`src/rtl/mips_mc_pkg.sv`:
```
// Shared encodings for the multicycle MIPS control sequencer: opcodes,
// FSM state encoding, datapath select encodings and the control word.
package mips_mc_pkg;

    localparam logic [5:0] OP_RTYPE = 6'h00;
    localparam logic [5:0] OP_J     = 6'h02;
    localparam logic [5:0] OP_BEQ   = 6'h04;
    localparam logic [5:0] OP_ADDI  = 6'h08;
    localparam logic [5:0] OP_LW    = 6'h23;
    localparam logic [5:0] OP_SW    = 6'h2B;

    typedef enum logic [3:0] {
        S_RESET  = 4'd0,
        S_FETCH  = 4'd1,
        S_DECODE = 4'd2,
        S_MEMADR = 4'd3,
        S_MEMRD  = 4'd4,
        S_MEMWB  = 4'd5,
        S_MEMWR  = 4'd6,
        S_EXEC   = 4'd7,
        S_ALUWB  = 4'd8,
        S_BRANCH = 4'd9,
        S_JUMP   = 4'd10,
        S_ADDIEX = 4'd11,
        S_ADDIWB = 4'd12,
        S_TRAP   = 4'd13
    } state_e;

    typedef enum logic [1:0] {
        ALUOP_ADD   = 2'b00,
        ALUOP_SUB   = 2'b01,
        ALUOP_FUNCT = 2'b10
    } aluop_e;

    typedef enum logic [1:0] {
        SRCB_REG     = 2'b00,
        SRCB_FOUR    = 2'b01,
        SRCB_IMM     = 2'b10,
        SRCB_IMM_SH2 = 2'b11
    } srcb_e;

    typedef enum logic [1:0] {
        PCSRC_ALU    = 2'b00,
        PCSRC_ALUOUT = 2'b01,
        PCSRC_JUMP   = 2'b10
    } pcsrc_e;

    typedef struct packed {
        logic   pc_write;
        logic   pc_write_cond;
        logic   i_or_d;
        logic   mem_read;
        logic   mem_write;
        logic   ir_write;
        logic   mem_to_reg;
        logic   reg_dst;
        logic   reg_write;
        logic   alu_src_a;
        srcb_e  alu_src_b;
        aluop_e alu_op;
        pcsrc_e pc_source;
        logic   instr_done;
    } ctrl_t;

    // States that hold a shared-memory access open and therefore count wait cycles.
    function automatic logic is_mem_wait_state(input state_e s);
        return (s == S_FETCH) || (s == S_MEMRD) || (s == S_MEMWR);
    endfunction

endpackage

```
`src/rtl/mips_multicycle_ctrl_if.sv`:
```
// Control bundle between the multicycle sequencer (master) and the datapath (slave).
interface mips_multicycle_ctrl_if;

    logic [5:0] opcode;
    logic       mem_ready;
    logic       PCWrite;
    logic       PCWriteCond;
    logic       IorD;
    logic       MemRead;
    logic       MemWrite;
    logic       IRWrite;
    logic       MemToReg;
    logic       RegDst;
    logic       RegWrite;
    logic       ALUSrcA;
    logic [1:0] ALUSrcB;
    logic [1:0] ALUOp;
    logic [1:0] PCSource;
    logic       instr_done;
    logic       illegal_op;
    logic       mem_timeout;

    modport master (
        input  opcode, mem_ready,
        output PCWrite, PCWriteCond, IorD, MemRead, MemWrite, IRWrite,
               MemToReg, RegDst, RegWrite, ALUSrcA, ALUSrcB, ALUOp,
               PCSource, instr_done, illegal_op, mem_timeout
    );

    modport slave (
        output opcode, mem_ready,
        input  PCWrite, PCWriteCond, IorD, MemRead, MemWrite, IRWrite,
               MemToReg, RegDst, RegWrite, ALUSrcA, ALUSrcB, ALUOp,
               PCSource, instr_done, illegal_op, mem_timeout
    );

endinterface

```
`src/rtl/mem_wait_timer.sv`:
```
// Counts consecutive not-ready cycles of a memory access and flags when the
// configured limit is reached while the memory is still not ready.
module mem_wait_timer #(
    parameter int MEM_TIMEOUT = 255,
    parameter int CNT_W       = 8
) (
    input  logic clk,
    input  logic rst,
    input  logic waiting,
    input  logic mem_ready,
    input  logic state_change,
    output logic expired
);

    localparam logic [CNT_W-1:0] LIMIT      = CNT_W'(MEM_TIMEOUT);
    localparam logic [CNT_W-1:0] ONE        = CNT_W'(1);
    localparam logic [CNT_W-1:0] SAT        = {CNT_W{1'b1}};
    localparam logic             TIMEOUT_EN = (MEM_TIMEOUT != 0);

    logic [CNT_W-1:0] r_cnt;

    // Wait counter; saturates so a disabled timeout never wraps back through the limit.
    always_ff @(posedge clk or negedge rst) begin
        if (!rst) begin
            r_cnt <= '0;
        end else if (state_change || mem_ready || !waiting) begin
            r_cnt <= '0;
        end else if (r_cnt != SAT) begin
            r_cnt <= r_cnt + ONE;
        end else begin
            r_cnt <= r_cnt;
        end
    end

    assign expired = TIMEOUT_EN && waiting && !mem_ready && (r_cnt == LIMIT);

endmodule

```
`src/rtl/mips_multicycle_ctrl.sv`:
```
// Multicycle MIPS32 main control sequencer: Moore FSM (Mealy-qualified fetch)
// stepping each instruction through fetch/decode/execute/memory/writeback.
module mips_multicycle_ctrl
    import mips_mc_pkg::*;
#(
    parameter int MEM_TIMEOUT = 255,
    parameter int CNT_W       = 8
) (
    input  logic                   clk,
    input  logic                   rst,
    mips_multicycle_ctrl_if.master bus
);

    state_e r_state;
    state_e w_next;
    ctrl_t  w_ctrl;
    logic   w_set_illegal;
    logic   w_expired;
    logic   w_waiting;
    logic   w_state_change;
    logic   r_illegal_op;
    logic   r_mem_timeout;

    assign w_waiting      = is_mem_wait_state(r_state);
    assign w_state_change = (w_next != r_state);

    mem_wait_timer #(
        .MEM_TIMEOUT (MEM_TIMEOUT),
        .CNT_W       (CNT_W)
    ) u_timer (
        .clk          (clk),
        .rst          (rst),
        .waiting      (w_waiting),
        .mem_ready    (bus.mem_ready),
        .state_change (w_state_change),
        .expired      (w_expired)
    );

    // State register.
    always_ff @(posedge clk or negedge rst) begin
        if (!rst) begin
            r_state <= S_RESET;
        end else begin
            r_state <= w_next;
        end
    end

    // Sticky trap causes, cleared only by reset.
    always_ff @(posedge clk or negedge rst) begin
        if (!rst) begin
            r_illegal_op  <= 1'b0;
            r_mem_timeout <= 1'b0;
        end else begin
            r_illegal_op  <= r_illegal_op | w_set_illegal;
            r_mem_timeout <= r_mem_timeout | w_expired;
        end
    end

    // Next-state and control decode; mem_ready beats an expiring wait counter.
    always_comb begin
        w_ctrl        = '0;
        w_next        = r_state;
        w_set_illegal = 1'b0;
        case (r_state)
            S_RESET: begin
                w_next = S_FETCH;
            end
            S_FETCH: begin
                w_ctrl.mem_read  = 1'b1;
                w_ctrl.alu_src_b = SRCB_FOUR;
                w_ctrl.alu_op    = ALUOP_ADD;
                w_ctrl.pc_source = PCSRC_ALU;
                w_ctrl.ir_write  = bus.mem_ready;
                w_ctrl.pc_write  = bus.mem_ready;
                if (bus.mem_ready) begin
                    w_next = S_DECODE;
                end else if (w_expired) begin
                    w_next = S_TRAP;
                end else begin
                    w_next = S_FETCH;
                end
            end
            S_DECODE: begin
                w_ctrl.alu_src_b = SRCB_IMM_SH2;
                w_ctrl.alu_op    = ALUOP_ADD;
                case (bus.opcode)
                    OP_RTYPE: w_next = S_EXEC;
                    OP_LW:    w_next = S_MEMADR;
                    OP_SW:    w_next = S_MEMADR;
                    OP_BEQ:   w_next = S_BRANCH;
                    OP_J:     w_next = S_JUMP;
                    OP_ADDI:  w_next = S_ADDIEX;
                    default: begin
                        w_next        = S_TRAP;
                        w_set_illegal = 1'b1;
                    end
                endcase
            end
            S_MEMADR: begin
                w_ctrl.alu_src_a = 1'b1;
                w_ctrl.alu_src_b = SRCB_IMM;
                w_ctrl.alu_op    = ALUOP_ADD;
                case (bus.opcode)
                    OP_LW:   w_next = S_MEMRD;
                    OP_SW:   w_next = S_MEMWR;
                    default: begin
                        w_next        = S_TRAP;
                        w_set_illegal = 1'b1;
                    end
                endcase
            end
            S_MEMRD: begin
                w_ctrl.mem_read = 1'b1;
                w_ctrl.i_or_d   = 1'b1;
                if (bus.mem_ready) begin
                    w_next = S_MEMWB;
                end else if (w_expired) begin
                    w_next = S_TRAP;
                end else begin
                    w_next = S_MEMRD;
                end
            end
            S_MEMWB: begin
                w_ctrl.reg_write  = 1'b1;
                w_ctrl.mem_to_reg = 1'b1;
                w_ctrl.instr_done = 1'b1;
                w_next            = S_FETCH;
            end
            S_MEMWR: begin
                w_ctrl.i_or_d     = 1'b1;
                w_ctrl.mem_write  = 1'b1;
                w_ctrl.instr_done = bus.mem_ready;
                if (bus.mem_ready) begin
                    w_next = S_FETCH;
                end else if (w_expired) begin
                    w_next = S_TRAP;
                end else begin
                    w_next = S_MEMWR;
                end
            end
            S_EXEC: begin
                w_ctrl.alu_src_a = 1'b1;
                w_ctrl.alu_src_b = SRCB_REG;
                w_ctrl.alu_op    = ALUOP_FUNCT;
                w_next           = S_ALUWB;
            end
            S_ALUWB: begin
                w_ctrl.reg_write  = 1'b1;
                w_ctrl.reg_dst    = 1'b1;
                w_ctrl.instr_done = 1'b1;
                w_next            = S_FETCH;
            end
            S_BRANCH: begin
                w_ctrl.alu_src_a     = 1'b1;
                w_ctrl.alu_src_b     = SRCB_REG;
                w_ctrl.alu_op        = ALUOP_SUB;
                w_ctrl.pc_write_cond = 1'b1;
                w_ctrl.pc_source     = PCSRC_ALUOUT;
                w_ctrl.instr_done    = 1'b1;
                w_next               = S_FETCH;
            end
            S_JUMP: begin
                w_ctrl.pc_write   = 1'b1;
                w_ctrl.pc_source  = PCSRC_JUMP;
                w_ctrl.instr_done = 1'b1;
                w_next            = S_FETCH;
            end
            S_ADDIEX: begin
                w_ctrl.alu_src_a = 1'b1;
                w_ctrl.alu_src_b = SRCB_IMM;
                w_ctrl.alu_op    = ALUOP_ADD;
                w_next           = S_ADDIWB;
            end
            S_ADDIWB: begin
                w_ctrl.reg_write  = 1'b1;
                w_ctrl.instr_done = 1'b1;
                w_next            = S_FETCH;
            end
            S_TRAP: begin
                w_next = S_TRAP;
            end
            default: begin
                w_next = S_TRAP;
            end
        endcase
    end

    assign bus.PCWrite     = w_ctrl.pc_write;
    assign bus.PCWriteCond = w_ctrl.pc_write_cond;
    assign bus.IorD        = w_ctrl.i_or_d;
    assign bus.MemRead     = w_ctrl.mem_read;
    assign bus.MemWrite    = w_ctrl.mem_write;
    assign bus.IRWrite     = w_ctrl.ir_write;
    assign bus.MemToReg    = w_ctrl.mem_to_reg;
    assign bus.RegDst      = w_ctrl.reg_dst;
    assign bus.RegWrite    = w_ctrl.reg_write;
    assign bus.ALUSrcA     = w_ctrl.alu_src_a;
    assign bus.ALUSrcB     = w_ctrl.alu_src_b;
    assign bus.ALUOp       = w_ctrl.alu_op;
    assign bus.PCSource    = w_ctrl.pc_source;
    assign bus.instr_done  = w_ctrl.instr_done;
    assign bus.illegal_op  = r_illegal_op;
    assign bus.mem_timeout = r_mem_timeout;

endmodule

```
`src/flat_wrapper.sv`:
```
// flat-port wrapper written by rule: the top's interface ports become plain ports
module mips_multicycle_ctrl_flat import mips_mc_pkg::*;
#(
    parameter int MEM_TIMEOUT = 255,
    parameter int CNT_W       = 8
)
  (clk, rst, bus_opcode, bus_mem_ready, bus_PCWrite, bus_PCWriteCond, bus_IorD, bus_MemRead, bus_MemWrite, bus_IRWrite, bus_MemToReg, bus_RegDst, bus_RegWrite, bus_ALUSrcA, bus_ALUSrcB, bus_ALUOp, bus_PCSource, bus_instr_done, bus_illegal_op, bus_mem_timeout);
  mips_multicycle_ctrl_if bus_i ();
  input  logic clk;
  input  logic rst;
  input wire logic [$bits(bus_i.opcode)-1:0] bus_opcode;
  input wire logic [$bits(bus_i.mem_ready)-1:0] bus_mem_ready;
  output wire logic [$bits(bus_i.PCWrite)-1:0] bus_PCWrite;
  output wire logic [$bits(bus_i.PCWriteCond)-1:0] bus_PCWriteCond;
  output wire logic [$bits(bus_i.IorD)-1:0] bus_IorD;
  output wire logic [$bits(bus_i.MemRead)-1:0] bus_MemRead;
  output wire logic [$bits(bus_i.MemWrite)-1:0] bus_MemWrite;
  output wire logic [$bits(bus_i.IRWrite)-1:0] bus_IRWrite;
  output wire logic [$bits(bus_i.MemToReg)-1:0] bus_MemToReg;
  output wire logic [$bits(bus_i.RegDst)-1:0] bus_RegDst;
  output wire logic [$bits(bus_i.RegWrite)-1:0] bus_RegWrite;
  output wire logic [$bits(bus_i.ALUSrcA)-1:0] bus_ALUSrcA;
  output wire logic [$bits(bus_i.ALUSrcB)-1:0] bus_ALUSrcB;
  output wire logic [$bits(bus_i.ALUOp)-1:0] bus_ALUOp;
  output wire logic [$bits(bus_i.PCSource)-1:0] bus_PCSource;
  output wire logic [$bits(bus_i.instr_done)-1:0] bus_instr_done;
  output wire logic [$bits(bus_i.illegal_op)-1:0] bus_illegal_op;
  output wire logic [$bits(bus_i.mem_timeout)-1:0] bus_mem_timeout;
  assign bus_i.opcode = bus_opcode;
  assign bus_i.mem_ready = bus_mem_ready;
  assign bus_PCWrite = bus_i.PCWrite;
  assign bus_PCWriteCond = bus_i.PCWriteCond;
  assign bus_IorD = bus_i.IorD;
  assign bus_MemRead = bus_i.MemRead;
  assign bus_MemWrite = bus_i.MemWrite;
  assign bus_IRWrite = bus_i.IRWrite;
  assign bus_MemToReg = bus_i.MemToReg;
  assign bus_RegDst = bus_i.RegDst;
  assign bus_RegWrite = bus_i.RegWrite;
  assign bus_ALUSrcA = bus_i.ALUSrcA;
  assign bus_ALUSrcB = bus_i.ALUSrcB;
  assign bus_ALUOp = bus_i.ALUOp;
  assign bus_PCSource = bus_i.PCSource;
  assign bus_instr_done = bus_i.instr_done;
  assign bus_illegal_op = bus_i.illegal_op;
  assign bus_mem_timeout = bus_i.mem_timeout;
  mips_multicycle_ctrl #(.MEM_TIMEOUT(MEM_TIMEOUT), .CNT_W(CNT_W)) u_core (.clk(clk), .rst(rst), .bus(bus_i));
endmodule
```
`config.mk`:
```
export PLATFORM = sky130hd
export DESIGN_NAME = mips_multicycle_ctrl_flat
export DESIGN_NICKNAME = d
export VERILOG_FILES = /design/src/rtl/mips_mc_pkg.sv /design/src/rtl/mips_multicycle_ctrl_if.sv /design/src/rtl/mem_wait_timer.sv /design/src/rtl/mips_multicycle_ctrl.sv /design/src/flat_wrapper.sv
export SDC_FILE = /design/constraint.sdc
export NUM_CORES = 1
export LEC_CHECK = 0
export ABC_AREA = 1
export BUFFER_PORTS_ARGS = -buffer_cell sky130_fd_sc_hd__buf_2
export CAP_MARGIN = 20
export CORE_UTILIZATION = 35
export CTS_CLUSTER_DIAMETER = 200
export DETAILED_ROUTE_END_ITERATION = 6
export MAX_ROUTING_LAYER = met4
export SETUP_SLACK_MARGIN = 0.02
export SLEW_MARGIN = 15
export SYNTH_ARGS = -nofsm -noshare
export SYNTH_HDL_FRONTEND = slang
export SYNTH_SLANG_ARGS = --single-unit
```
`constraint.sdc`:
```
create_clock -name clk -period 4.67 [get_ports clk]
set_input_delay 0.7005 -clock clk [delete_from_list [all_inputs] [get_ports clk]]
set_output_delay 0.7005 -clock clk [all_outputs]
set_load 0.01 [all_outputs]
```
==> results.cfg, run 1 <==
[run_status]
outcome = finished, final reports clean

[synth]
syn_nets = 153
synth-edff-count = 0
synth-seq-cells = 14
yosysTopAreaCellShare = 0.345
syn_area_um2 = 1010
synthTopCellsByArea = dfrtp_1 (35%), nand2_1 (10%), nor2_2 (9.9%)
synth-main-ff-cell = dfrtp_1
async_flop_share = 1.00
synth.avg_cell_area_um2 = 7.10
ys_types = 24
synth-warning-count = 0
synth_top_cell_by_area = dfrtp_1
synthCells = 143
ys_seq_area_frac = 0.345

[cts]
cts_tree = built
cts_root_buf = clkbuf_4
h-tree-depth = 1
postCtsResizedCells = 0
cts_buffers = 3
hold_buffers = 0
post_cts.repair.setup_buffers = 0
cts.clk_slew.worst_paths_ns = 0.08
clock_path_buffers = 2
clock_latency_ns = 0.28
clock_sinks = 14

[timing]
drv_slew = 0
finalHoldViolations = 0
rsz0062_at_grt = no
setup_viol_count_final = 0
fin_crit_ns = 2.24
fin_setup_tns_ns = 0
finalClockSkew_ns = 0.00338
max_slew.worst_pin.slew_ns = 0.395
period_share = 0.480
max_slew_margin = 0.735
fmax_ghz = 0.446

[die]
initial_core_util = 0.368
die_width_um = 55.8
core_um2 = 2760
ios = 28
die_h_um = 55.8
rows = 19
die_area_um2 = 3120

[drt]
wire_per_inst_um = 10.4
drc = 0
routed_wl_mm = 2.12
vias = 991
ant_nets = 0
dr.pass1.iters = 4
drtIter0Drc = 53
vias_per_cell = 4.86

[global_route]
antenna_found_initial = 0
grt_pass1_vias = 886
grt_max_degree = 15
grt-ovfl-total = 0
grtUsageTotal = 0.154
grt_first_pass_wirelength_mm = 3.74

[layout]
nets = 184
final_cell_mix = nand2_1 (28), buf_2 (27), inv_1 (20)
diodes = 0
layout_commonest_cell = nand2_1
drive_above_1_share = 0.358
syn2layout_area_growth_pct = 20.0
final_cells = 204
fin_util = 0.441

[pwr]
powerDensity_nw_per_um2 = 486
ir_drop_mv = 0.241
p_leak_nw = 0.652

[worst_setup_path]
cp.arrival_ns = 1.54
worst_setup_path_start_kind = register
cp-end-kind = output port
critical_path_required_ns = 3.97
reg2reg_depth = 8
critPathKind = register to output port
cp_max_fo = 7

[placed_design]
placed_cells = 200
place.gp.congestion = 0.901
dpl.hpwl_mm = 1.75
port_buffers = 27

[job]
cap_violations = 0

[hold_path]
hold_path.class = input pin to asynchronous set/reset pin
-- report_power, final --
group          internal, mW  switching (mW)
clock network        0.0474          0.0388
logic                 0.118           0.214
registers             0.144          0.0298
-- Yosys cell counts, drive strengths merged (2+ instances only) --
cell	count
nand4	3
dfrtp	14
o211ai	2
nor3	4
nor2	31
xor2	3
o21ai	6
a21oi	2
inv	24
nand3	11
xnor2	2
nand2	36
-- path summary, 6_finish.rpt --
kind / startpoint / slack (ns) / end
setup / recovery: u_core.r_state[2]$_DFF_PN0_ / 2.43 / bus_ALUSrcB[0]
hold / removal: rst / 0.29 / u_core.u_timer.r_cnt[7]$_DFFE_PN0P_
setup reg to reg: u_core.u_timer.r_cnt[0]$_DFFE_PN0P_ / 2.94 / u_core.u_timer.r_cnt[7]$_DFFE_PN0P_
hold reg to reg: u_core.u_timer.r_cnt[0]$_DFFE_PN0P_ / 0.47 / u_core.u_timer.r_cnt[0]$_DFFE_PN0P_
max in group asynchronous: rst / 4.14 / u_core.r_state[1]$_DFF_PN0_
min in group clk: u_core.u_timer.r_cnt[0]$_DFFE_PN0P_ / 0.47 / u_core.u_timer.r_cnt[0]$_DFFE_PN0P_
-- per-stage QoR --
step	total power, mW	area [um^2]	setup slack [ns]	hold WS [ns]
2_1_floorplan	0.415	1010	2.85	0.405
3_3_place_gp	0.510	1180	2.76	0.465
3_5_place_dp	0.510	1180	2.75	0.470
4_1_cts	0.599	1220	2.42	0.300
5_1_grt	0.642	1220	2.29	0.310
6_report	0.591	1220	2.43	0.294
-- state kept, by name, summed over array words and instances, names as in the netlist --
name,count
u_core.u_timer.r_cnt,8
u_core.bus.mem_timeout,1
u_core.r_state,4
u_core.bus.illegal_op,1
-- critical path, stage by stage (launching register included) --
cell,delay (ns)
dfrtp_1,0.48
nor2_2,0.27
inv_2,0.07
nor2_2,0.18
inv_1,0.07
nand2_1,0.05
buf_2,0.12
-- cell type report --
type                    count  area, um^2
clock buffers               4        36.3
inverters                  24        90.1
fillers                   292        1540
repair buffers             27         135
multi-input cells         104         567
well taps                  31        38.8
flip-flops and latches     14         350
-- cell families (layout without fill, tap and decap cells) --
family,Yosys count,count (layout),synth area share
simple gates,85,85,0.428
buf+inv,25,55,0.0962
flops,14,14,0.345
compound gates,13,13,0.0752
xor+xnor,5,5,0.0432
fa+ha+maj,1,1,0.0123
-- routing by layer --
metal	up-vias	GRT usage	routed length, um
li1	508	-	-
met1	441	0.216	1020
met2	38	0.224	966
met3	4	0.0233	108
met4	0	0.0592	25
met5	-	-	0
(Power assumes the default switching activity.)
==> run 2: changes to the inputs <==
==> constraint.sdc (replaced) <==
create_clock -name clk -period 1.9 [get_ports clk]
set_input_delay 0.285 -clock clk [delete_from_list [all_inputs] [get_ports clk]]
set_output_delay 0.285 -clock clk [all_outputs]
set_load 0.01 [all_outputs]
==> results.cfg, run 2 (synthesis results as in run 1) <==
[worst_setup_path]
reg2reg_depth = 8
cp_max_fo = 5
r2r-end = u_core.u_timer.r_cnt[2]$_DFFE_PN0P_
critPathKind = register to output port
cp.arrival_ns = 1.49
critical_path_required_ns = 1.62
r2r-start = u_core.u_timer.r_cnt[0]$_DFFE_PN0P_
r2r_slack_ns = 0.19
cp-end-kind = output port
worst_setup_path_start_kind = register

[cts]
cts_root_buf = clkbuf_4
cts_buffers = 3
clock_path_buffers = 2
post_cts.repair.setup_buffers = 0
clock_latency_ns = 0.27
cts.clk_slew.worst_paths_ns = 0.08
clock_sinks = 14
cts_tree = built
h-tree-depth = 1

[die]
die_width_um = 55.8
ios = 28
rows = 19
die_h_um = 55.8
core_um2 = 2760
initial_core_util = 0.368
die_area_um2 = 3120

[pwr]
p_leak_nw = 0.649
combPwrFrac = 0.581
power.internal_mw = 0.725
p_seq_frac = 0.303
powerDensity_nw_per_um2 = 1170
p_sw_frac = 0.492
p_switching_mw = 0.702
clkPwrFrac = 0.116
ir_drop_mv = 0.659

[timing]
finalHoldViolations = 0
finalClockSkew_ns = 0.00255
setup_viol_count_final = 0
fin_crit_ns = 1.78
period_share = 0.936
fmax_ghz = 0.563
max_slew_margin = 0.741
fin_setup_tns_ns = 0
drv_slew = 0
max_slew.worst_pin.slew_ns = 0.386
rsz0062_at_grt = no

[drt]
drc = 0
vias = 995
drtIter0Drc = 18
wire_per_inst_um = 10.9
ant_nets = 0
vias_per_cell = 4.88
dr.pass1.iters = 4
routed_wl_mm = 2.22

[hold_path]
hold_path.class = input pin to register
hp-start = bus_opcode[3]
hold_depth = 3
whs_endpoint = u_core.r_state[1]$_DFF_PN0_

[placed_design]
place.gp.congestion = 0.787
port_buffers = 27
dpl_cell_area_um2 = 1180
dpl.hpwl_mm = 1.79

[global_route]
grt-ovfl-total = 0
grtUsageTotal = 0.155
antenna_found_initial = 0
grt_pass1_vias = 895
grt_max_degree = 15
grt_first_pass_wirelength_mm = 3.75

[layout]
final_cell_mix = nand2_1 (28), buf_2 (27), inv_1 (20)
diodes = 0
syn2layout_area_growth_pct = 20.7
drive_above_1_share = 0.358
layout_commonest_cell = nand2_1
largest_reg_flops = 8
regMostFlops = u_core.u_timer.r_cnt
nets = 185
fin_area_um2 = 1220
top_regs = u_core.u_timer.r_cnt: 8 flops, u_core.r_state: 4 flops

[job]
cap_violations = 0

[run_status]
outcome = finished, final reports clean
-- run 2: worst max-delay path, cell delays in order, from the launching register on --
cell     delay [ns]
dfrtp_1        0.45
inv_2          0.09
nor2_2         0.18
nand2_1        0.17
nor2_1         0.17
buf_2          0.15
-- run 2: layout make-up --
cell class                      count  area (um^2)
Tap cell                           31         38.8
Sequential cell                    14          352
Timing Repair Buffer               28          145
Fill cell                         310         1530
Multi-Input combinational cell    104          577
Inverter                           24         90.1
Clock buffer                        3         22.5
-- run 2: per-stage QoR --
stage	setup WS, ns	instances	utilization	total power, mW	hold slack, ns
floorplan	0.363	143	-	1.02	-0.0106
global placement	0.225	200	0.428	1.25	0.192
detailed placement	0.191	200	0.428	1.25	0.196
CTS	0.0324	204	0.440	1.42	0.310
global route	0.0206	204	0.444	1.55	0.322
finish	0.122	204	0.444	1.43	0.316
-- run 2: power groups by stage --
| stage | combinational [mW] | sequential, mW | clock [mW] |
|---|---|---|---|
| floorplan | 0.601 | 0.419 | 0 |
| CTS | 0.828 | 0.426 | 0.168 |
| detailed placement | 0.823 | 0.431 | 0 |
| global placement | 0.818 | 0.431 | 0 |
| global route | 0.925 | 0.445 | 0.178 |
| finish | 0.829 | 0.433 | 0.165 |
-- run 2: worst max path at each step --
stage	startpoint	endpoint	slack, ns
2_1_floorplan	u_core.u_timer.r_cnt[0]$_DFFE_PN0P_	u_core.u_timer.r_cnt[7]$_DFFE_PN0P_	0.36
3_3_place_gp	u_core.r_state[2]$_DFF_PN0_	u_core.u_timer.r_cnt[0]$_DFFE_PN0P_	0.22
5_1_grt	u_core.r_state[0]$_DFF_PN0_	bus_IRWrite	0.02
6_report	u_core.r_state[0]$_DFF_PN0_	bus_IRWrite	0.12
4_1_cts	u_core.r_state[2]$_DFF_PN0_	bus_ALUSrcB[0]	0.03
3_5_place_dp	u_core.u_timer.r_cnt[0]$_DFFE_PN0P_	u_core.u_timer.r_cnt[2]$_DFFE_PN0P_	0.19
-- run 2: what timing repair did --
action	in CTS	in global routing
hold endpoints to repair	14	0
hold buffers	1	0
gates resized for setup	0	3
setup endpoints to repair	0	4
-- run 2: layer usage --
layer | share of wire | track usage | up-vias | wire (um)
met2 | 0.48 | 0.250 | 24 | 1070
met4 | 0.0067 | 0.0627 | 0 | 15
met5 | 0 | - | - | 0
met1 | 0.48 | 0.203 | 454 | 1070
li1 | - | - | 515 | -
met3 | 0.028 | 0.0140 | 2 | 63
==> run 3: changes to the inputs <==
--- a/config.mk
+++ b/config.mk
@@ -8,10 +8,13 @@
 export ABC_AREA = 1
 export BUFFER_PORTS_ARGS = -buffer_cell sky130_fd_sc_hd__buf_2
 export CAP_MARGIN = 20
-export CORE_UTILIZATION = 35
+export CELL_PAD_IN_SITES_DETAIL_PLACEMENT = 1
+export CELL_PAD_IN_SITES_GLOBAL_PLACEMENT = 2
+export CORE_UTILIZATION = 25
 export CTS_CLUSTER_DIAMETER = 200
 export DETAILED_ROUTE_END_ITERATION = 6
 export MAX_ROUTING_LAYER = met4
+export PLACE_DENSITY_LB_ADDON = 0.1
 export SETUP_SLACK_MARGIN = 0.02
 export SLEW_MARGIN = 15
 export SYNTH_ARGS = -nofsm -noshare
==> results.cfg, run 3 (synthesis results as in run 1) <==
[drt]
vias = 1011
dr.pass1.iters = 4
ant_nets = 0
drc = 0
vias_per_cell = 4.53
routed_wl_mm = 2.90
drtIter0Drc = 26
wire_per_inst_um = 13.0

[worst_setup_path]
cp.arrival_ns = 1.53
crit_path_end = bus_instr_done
critPathLaunch = u_core.r_state[2]$_DFF_PN0_
cp_max_fo = 5
worst_setup_path_start_kind = register
r2r-end = u_core.u_timer.r_cnt[6]$_DFFE_PN0P_
r2r_slack_ns = 0.23
critPathKind = register to output port
cp-end-kind = output port
critical_path_required_ns = 1.62
r2r-start = u_core.u_timer.r_cnt[0]$_DFFE_PN0P_
reg2reg_depth = 10

[timing]
rsz0062_at_grt = no
max_slew.worst_pin.slew_ns = 0.333
finalClockSkew_ns = 0.000694
drv_slew = 0
finalHoldViolations = 0
period_share = 0.953
fin_ws_ns = 0.0900
fin_crit_ns = 1.81
max_slew_margin = 0.778
setup_viol_count_final = 0
fmax_ghz = 0.552
fin_setup_tns_ns = 0

[cts]
clock_latency_ns = 0.24
clock_path_buffers = 2
post_cts.repair.setup_buffers = 0
cts_root_buf = clkbuf_8
cts_buffers = 3
cts.clk_slew.worst_paths_ns = 0.06
clock_sinks = 14
cts_tree = built
h-tree-depth = 1

[layout]
top_regs = u_core.u_timer.r_cnt: 8 flops, u_core.r_state: 4 flops
final_cell_mix = nand2_1 (28), buf_2 (27), inv_1 (20)
layout_commonest_cell = nand2_1
nets = 186
drive_above_1_share = 0.371
fill_cells = 484
largest_reg_flops = 8
diodes = 0
syn2layout_area_growth_pct = 27.4
regMostFlops = u_core.u_timer.r_cnt

[die]
ios = 28
die_area_um2 = 4320
rows = 22
initial_core_util = 0.269
die_h_um = 65.7
die_width_um = 65.7
core_um2 = 3770

[placed_design]
dpl.hpwl_mm = 2.41
place.gp.congestion = 0.774
port_buffers = 27
dp_slack_ns = 0.111

[global_route]
grt_max_degree = 15
grt_first_pass_wirelength_mm = 4.96
grt_pass1_vias = 1020
grtUsageTotal = 0.156
grt-ovfl-total = 0
antenna_found_initial = 0

[pwr]
ir_drop_mv = 0.527
powerDensity_nw_per_um2 = 1230
p_leak_nw = 0.686

[hold_path]
hold_path.class = input pin to register

[run_status]
outcome = finished, final reports clean

[job]
cap_violations = 0
-- run 3: layer usage --
layer / wire [um] / up-vias / global-route usage
met3: 98 / 2 / 0.0365
met2: 1390 / 17 / 0.242
met5: 0 / - / -
met1: 1400 / 482 / 0.210
li1: - / 510 / -
met4: 8 / 0 / 0.0245
-- run 3: cell type report --
class,instances,area (um^2),area share
inverters,24,90.1,0.0697
repair buffers,29,153,0.118
clock buffers,4,55.1,0.0426
multi-input cells,104,583,0.451
well taps,48,60.1,0.0465
flip-flops and latches,14,352,0.272
-- run 3: per-stage QoR --
stage	hold slack, ns	cells	power, mW	instance area [um^2]	util
floorplan	-0.0106	143	1.02	1010	-
global placement	0.204	218	1.30	1210	0.321
detailed placement	0.207	218	1.32	1210	0.321
CTS	0.360	223	1.61	1270	0.338
global route	0.398	223	1.73	1290	0.343
finish	0.367	223	1.60	1290	0.343
-- run 3: timing repair --
action / CTS / global route
resized for setup: 0 / 4
endpoints found under the setup margin: 0 / 13
hold buffers: 1 / 0
endpoints found under the hold margin: 14 / 0
-- run 3: critical path, cell delays in order, from the launching register on --
cell and delay (ns):
dfrtp_1 0.43, buf_4 0.19, nand2_2 0.10, nor2_2 0.18
nand2_1 0.10, o21ai_0 0.15, buf_2 0.15
-- run 3: power by group --
part | internal (mW) | switching [mW]
Clock | 0.183 | 0.107
Sequential | 0.356 | 0.0724
Combinational | 0.304 | 0.573
-- run 3: worst min path at each step --
stage                   from                               to  slack [ns]  cells after the start
4_1_cts        bus_opcode[3]      u_core.r_state[1]$_DFF_PN0_        0.36                      3
5_1_grt        bus_opcode[3]      u_core.r_state[1]$_DFF_PN0_        0.40                      3
3_5_place_dp             rst      u_core.r_state[0]$_DFF_PN0_        0.21                      1
6_report       bus_opcode[3]      u_core.r_state[1]$_DFF_PN0_        0.37                      3
2_1_floorplan            rst  u_core.bus.illegal_op$_DFF_PN0_       -0.01                      0
3_3_place_gp             rst      u_core.r_state[0]$_DFF_PN0_        0.20                      1
